File: src/rtl/datapath_wall.sv
// datapath_wall: moving-wall datapath with its own sequencing FSM.
// Each accepted move (go && frame_tick while idle) runs these phases:
//   ERASE - paint the current wall column black, rows 0..119
//   STEP  - move the wall one column left; wrap 0 -> 159 with a new random gap
//   DRAW  - repaint the column in WALL_COLOUR, skipping the gap rows
//   CHECK - test the player against the wall; the result appears on touched
//           one cycle later.
// Ports:
//   clk, reset                    clock, async active-high reset
//   go, frame_tick                move enable and per-frame pulse
//   player_y                      player row, used for the collision test
//   touched                       registered one-cycle collision pulse
//   wall_x, gap_y                 current wall column and top row of the gap
//   vga_x, vga_y, vga_colour, plot  pixel-write port to the VGA adapter
module datapath_wall #(
  parameter logic [7:0] PLAYER_X    = 8'd20,
  parameter logic [6:0] GAP         = 7'd24,
  parameter logic [2:0] WALL_COLOUR = 3'b111
) (
  input  logic       clk,
  input  logic       reset,
  input  logic       go,
  input  logic       frame_tick,
  input  logic [6:0] player_y,
  output logic       touched,
  output logic [7:0] wall_x,
  output logic [6:0] gap_y,
  output logic [7:0] vga_x,
  output logic [6:0] vga_y,
  output logic [2:0] vga_colour,
  output logic       plot
);

  localparam logic [2:0] IDLE  = 3'd0;
  localparam logic [2:0] ERASE = 3'd1;
  localparam logic [2:0] STEP  = 3'd2;
  localparam logic [2:0] DRAW  = 3'd3;
  localparam logic [2:0] CHECK = 3'd4;

  localparam logic [6:0] LAST_ROW = 7'd119;
  localparam logic [7:0] LAST_COL = 8'd159;
  localparam logic [6:0] GAP_MAX  = 7'd96;
  localparam logic [6:0] SEED     = 7'h5A;

  logic [2:0] state;
  logic [6:0] row;
  logic [6:0] lfsr;
  logic [6:0] gap_load;
  logic [7:0] gap_end;
  logic       row_in_gap;
  logic       collision;

  // The gap bottom can reach 96+24-1 = 119. It is computed in 8 bits so that a
  // larger GAP cannot wrap around and fake a gap near the top of the screen.
  assign gap_end    = {1'b0, gap_y} + {1'b0, GAP} - 8'd1;
  assign row_in_gap = ({1'b0, row} >= {1'b0, gap_y}) && ({1'b0, row} <= gap_end);
  assign collision  = (wall_x == PLAYER_X) &&
                      (({1'b0, player_y} < {1'b0, gap_y}) || ({1'b0, player_y} > gap_end));

  // The LFSR can reach 127. Values above 96 are folded down by 32 so that the
  // gap always fits on screen.
  assign gap_load = (lfsr <= GAP_MAX) ? lfsr : lfsr - 7'd32;

  always_ff @(posedge clk or posedge reset) begin
    if (reset) begin
      state   <= IDLE;
      row     <= 7'd0;
      wall_x  <= LAST_COL;
      gap_y   <= 7'd48;
      lfsr    <= SEED;
      touched <= 1'b0;
    end else begin
      // x^7 + x^6 + 1. The LFSR runs freely, so the gap taken at a wrap
      // depends on how long the game has been running.
      lfsr    <= {lfsr[5:0], lfsr[6] ^ lfsr[5]};
      touched <= 1'b0;
      case (state)
        IDLE: begin
          // A frame_tick that arrives in any other state is dropped, not queued.
          if (go && frame_tick) begin
            state <= ERASE;
            row   <= 7'd0;
          end
        end
        ERASE: begin
          if (row == LAST_ROW) begin
            row   <= 7'd0;
            state <= STEP;
          end else begin
            row <= row + 7'd1;
          end
        end
        STEP: begin
          if (wall_x == 8'd0) begin
            wall_x <= LAST_COL;
            gap_y  <= gap_load;
          end else begin
            wall_x <= wall_x - 8'd1;
          end
          state <= DRAW;
        end
        DRAW: begin
          if (row == LAST_ROW) begin
            row   <= 7'd0;
            state <= CHECK;
          end else begin
            row <= row + 7'd1;
          end
        end
        CHECK: begin
          // On a hit the wall stays where it is. The next move starts by
          // erasing this same column.
          touched <= collision;
          state   <= IDLE;
        end
        default: state <= IDLE;
      endcase
    end
  end

  // The pixel port is decoded from the state. An asynchronous reset therefore
  // silences plot and zeroes the port at once.
  always_comb begin
    plot       = 1'b0;
    vga_x      = 8'd0;
    vga_y      = 7'd0;
    vga_colour = 3'b000;
    case (state)
      ERASE: begin
        plot  = 1'b1;
        vga_x = wall_x;
        vga_y = row;
      end
      DRAW: begin
        plot       = !row_in_gap;
        vga_x      = wall_x;
        vga_y      = row;
        vga_colour = WALL_COLOUR;
      end
      default: ;
    endcase
  end

endmodule

File: config.mk
export PLATFORM = sky130hd
export DESIGN_NAME = datapath_wall
export DESIGN_NICKNAME = d
export VERILOG_FILES = /design/src/rtl/datapath_wall.sv
export SDC_FILE = /design/constraint.sdc
export NUM_CORES = 1
export LEC_CHECK = 0
export CORE_MARGIN = 2
export CORE_UTILIZATION = 45
export CTS_CLUSTER_SIZE = 20
export DETAILED_ROUTE_END_ITERATION = 10
export PLACE_DENSITY = 0.76
export REMOVE_ABC_BUFFERS = 1
export SLEW_MARGIN = 30
export SYNTH_ARGS = -nofsm -noshare
export SYNTH_HDL_FRONTEND = slang
export SYNTH_SLANG_ARGS = --single-unit
File: constraint.sdc
create_clock -name clk -period 3 [get_ports clk]
set_input_delay 0.6 -clock clk [delete_from_list [all_inputs] [get_ports clk]]
set_output_delay 0.6 -clock clk [all_outputs]
set_load 0.005 [all_outputs]
==> results.txt <==
- Result of the run: completed
- In this run, synthesis produced a sequential element count of 33.
- Summed over all layers, the routed wires come to 5.24 mm.
- Setup violations remaining at the end of the flow were counted as 0.
- The die covers 5650 µm².
- Post-CTS Hold Buffers: 0
- GRT overflow: 0
- TritonCTS buffer count: 5
- The initial utilization of the core area, before any placement, comes to 0.474.
- The number of endpoints with negative hold slack in the final report was 0.
- Setup repair after global routing could not meet its margin everywhere.
* Tightest Pin Transition: 0.624 ns
* Final Power: 925 µW
- Final Core Density: 0.643
- From synthesis to final layout, the design area changed by 35.8%.
- Setup ws final: about 0.097 ns
* Category of the worst setup path launch point: register
- The path class of the tightest hold or removal check is register to register.
* Layout net count: 340
- The tool flagged a number of max-cap violations equal to 0.
- After the first detailed-routing iteration, the DRC count stood at approximately 140.
- Worst setup EP type: output port
* Pin count of the biggest net entering global routing: 34
* Core area: 4820 µm²
- Die extent in y: 75.2 µm
* Post-route standard cell area excluding fillers: roughly 3100 µm²
- Pins over their slew limit: 0
* Post-CTS clock slew at the launch and capture registers of the worst setup and hold paths: 0.07 ns
- The placed instances occupy a cell area of 2890 µm².
* Minimum setup slack after placement: -0.0922 ns
- Kind of critical path: register to output port
- The congestion estimate from routability-driven global placement came to 0.883.
- Detailed-placement wirelength estimate: a little over 4 mm
- Cells after synthesis: about 230
* First-pass GRT wire length: between 8 and 9 mm
- The clock passes through at most 2 buffers.
* Number of distinct standard cells referenced by the synthesized netlist: 50
- The first detailed-routing pass ran for 5 iterations.
* Clock H-tree levels: 2
* Vias in the first global route: about 1900
* X dimension of the die: between 70 and 80 µm
- Mean Syn Cell Area: 9.83 µm²
- Number of antenna violations at the first check in global routing: 0
* Routed via count: 1929
- Cell at the root of the clock tree: clkbuf_8
* Warnings from Yosys: 0
- TritonCTS built the clock tree.
* Floorplan row count: 25
- Ports: 46
- For the worst setup path, the data required time is 2.40 ns.
- Number of antenna repair diodes: 0
- Total negative slack: 0 ns
* Final period util: 0.968
* Port Buffers: 45
- ANT nets after route: 0
- Leakage: ~0.0013 µW
- Average wire per standard cell: 14.4 µm
- The cell area that synthesis handed to floorplanning was around 2300 µm².
- For this run, design rule violations remaining after detail routing come to 0.
- For the final database, setup skew stands at 0.00660 ns.
* Power Density: 299 nW/µm²
- In the synthesized netlist the async set-or-reset flop fraction comes to 1.00.
- Of all nets on the critical path, the largest fanout is 6.
- For this design, the sink count on the clock tree is 33.
* Skew-Pair Late Insertion Delay: 0.28 ns
- The worst-case IR drop observed on VDD is 268 µV.
- For this run, the total global-route usage over all layers was measured as 0.201.
- Share of layout cells above drive strength 1: 0.215
* Max Freq: 344 MHz
- Worst relative slew slack: 0.579
- After detailed routing, the number of vias per cell comes to 5.30.
- The share of the Yosys chip area taken by registers is 0.369.
- For this run, the leading register cell type out of synthesis is dfrtp_1.
- Post-layout minimum cycle time: approximately 2.9 ns
* Critical path arrival: 2.30 ns
* EDFF count, synth: 0
[synthesized netlist by cell type, drive strengths merged (2+ instances only)]
library cell	number	area share
a211oi	4	0.013
clkbuf	2	0.0033
nand2	21	0.035
a21o	3	0.0099
nor2b	4	0.011
mux2	5	0.026
dfrtp	21	0.23
nand4	5	0.014
xnor2	10	0.038
nor2	13	0.021
xor2	3	0.012
or3	2	0.0060
o31ai	2	0.0066
nand3	6	0.013
a31oi	2	0.0055
nor3	5	0.020
a21oi	9	0.021
inv	15	0.025
dfstp	12	0.14
ha	33	0.18
nand2b	2	0.0055
o21ai	15	0.033
o211ai	2	0.0066
nor3b	2	0.0066
and2	14	0.039
buf	3	0.012
[final cells by class]
| type | instances | area, µm² |
|---|---|---|
| Fill cell | 419 | 1720 |
| Multi-Input combinational cell | 179 | 1420 |
| Sequential cell | 33 | 841 |
| Timing Repair Buffer | 62 | 577 |
| Tap cell | 67 | 83.8 |
| Clock buffer | 6 | 82.6 |
| Inverter | 15 | 56.3 |
| Clock inverter | 2 | 37.5 |
[worst max-delay path: stages, from the launching register on]
cell and delay, ns:
dfstp_2 0.63, buf_6 0.12, a21oi_2 0.03, xnor2_2 0.15
ha_1 0.34, nand4_1 0.12, o221ai_1 0.19, nand3_1 0.09
a31oi_1 0.20, buf_2 0.14
[repair_timing]
action                     CTS  global route
setup endpoints to repair    1             1
pin swaps                    3            11
resized for setup            8            11
setup buffers                0             3
[kinds of logic after synthesis]
| logic type | count (synthesis) | synth area share |
|---|---|---|
| and+or+nand+nor | 80 | 0.198 |
| buffers and inverters | 20 | 0.0395 |
| muxes | 6 | 0.0307 |
| AOI/OAI and AO/OA | 47 | 0.132 |
| xor gates and xnor gates | 13 | 0.0499 |
| DFF | 33 | 0.369 |
| adders and majority gates | 33 | 0.181 |
[cells in the final DEF (no fill, tap or decap), drive strengths merged, types with 6 or more instances in the layout]
cell type and instances:
clkbuf 6, nand3 6, xnor2 10, nand2 21, o21ai 15, a21oi 9
buf 18, and2 14, nor2 13, dfrtp 21, inv 15, ha 33
clkdlybuf4s50 44, dfstp 12
[per-layer routing]
metal | global-route usage | up-vias | part of all wire
li1 | - | 958 | -
met1 | 0.271 | 914 | 0.46
met2 | 0.339 | 53 | 0.49
met3 | 0.0361 | 4 | 0.038
met4 | 0.0468 | 0 | 0.0092
met5 | 0 | - | 0
[power by group]
group	switching, µW	internal (µW)
Sequential	0	446
Combinational	22.4	22.6
Clock	165	270
[flip-flops by register name (all words and copies together) (netlist names)]
register  cells
state         3
touched       1
lfsr          7
wall_x        8
gap_y         7
row           7
[metrics by stage]
step	hold slack (ns)	std cells
after CTS	0.379	361
after global routing	0.388	364
after detailed placement	0.367	353
after floorplan	0.357	227
final	0.379	364
after global placement	0.371	353
[final timing paths]
kind,from,to,slack [ns],cells after the start
worst max-delay path,gap_y[4],plot,0.1,9
worst min-delay path,lfsr[3],lfsr[4],0.38,0
worst max register to register,wall_x[0],gap_y[0],0.85,5
worst min register to register,lfsr[3],lfsr[4],0.38,0
max in group asynchronous,reset,wall_x[0],1.96,3
min in group asynchronous,reset,lfsr[5],0.71,3
Note: power is estimated with default switching activity, not from simulation.
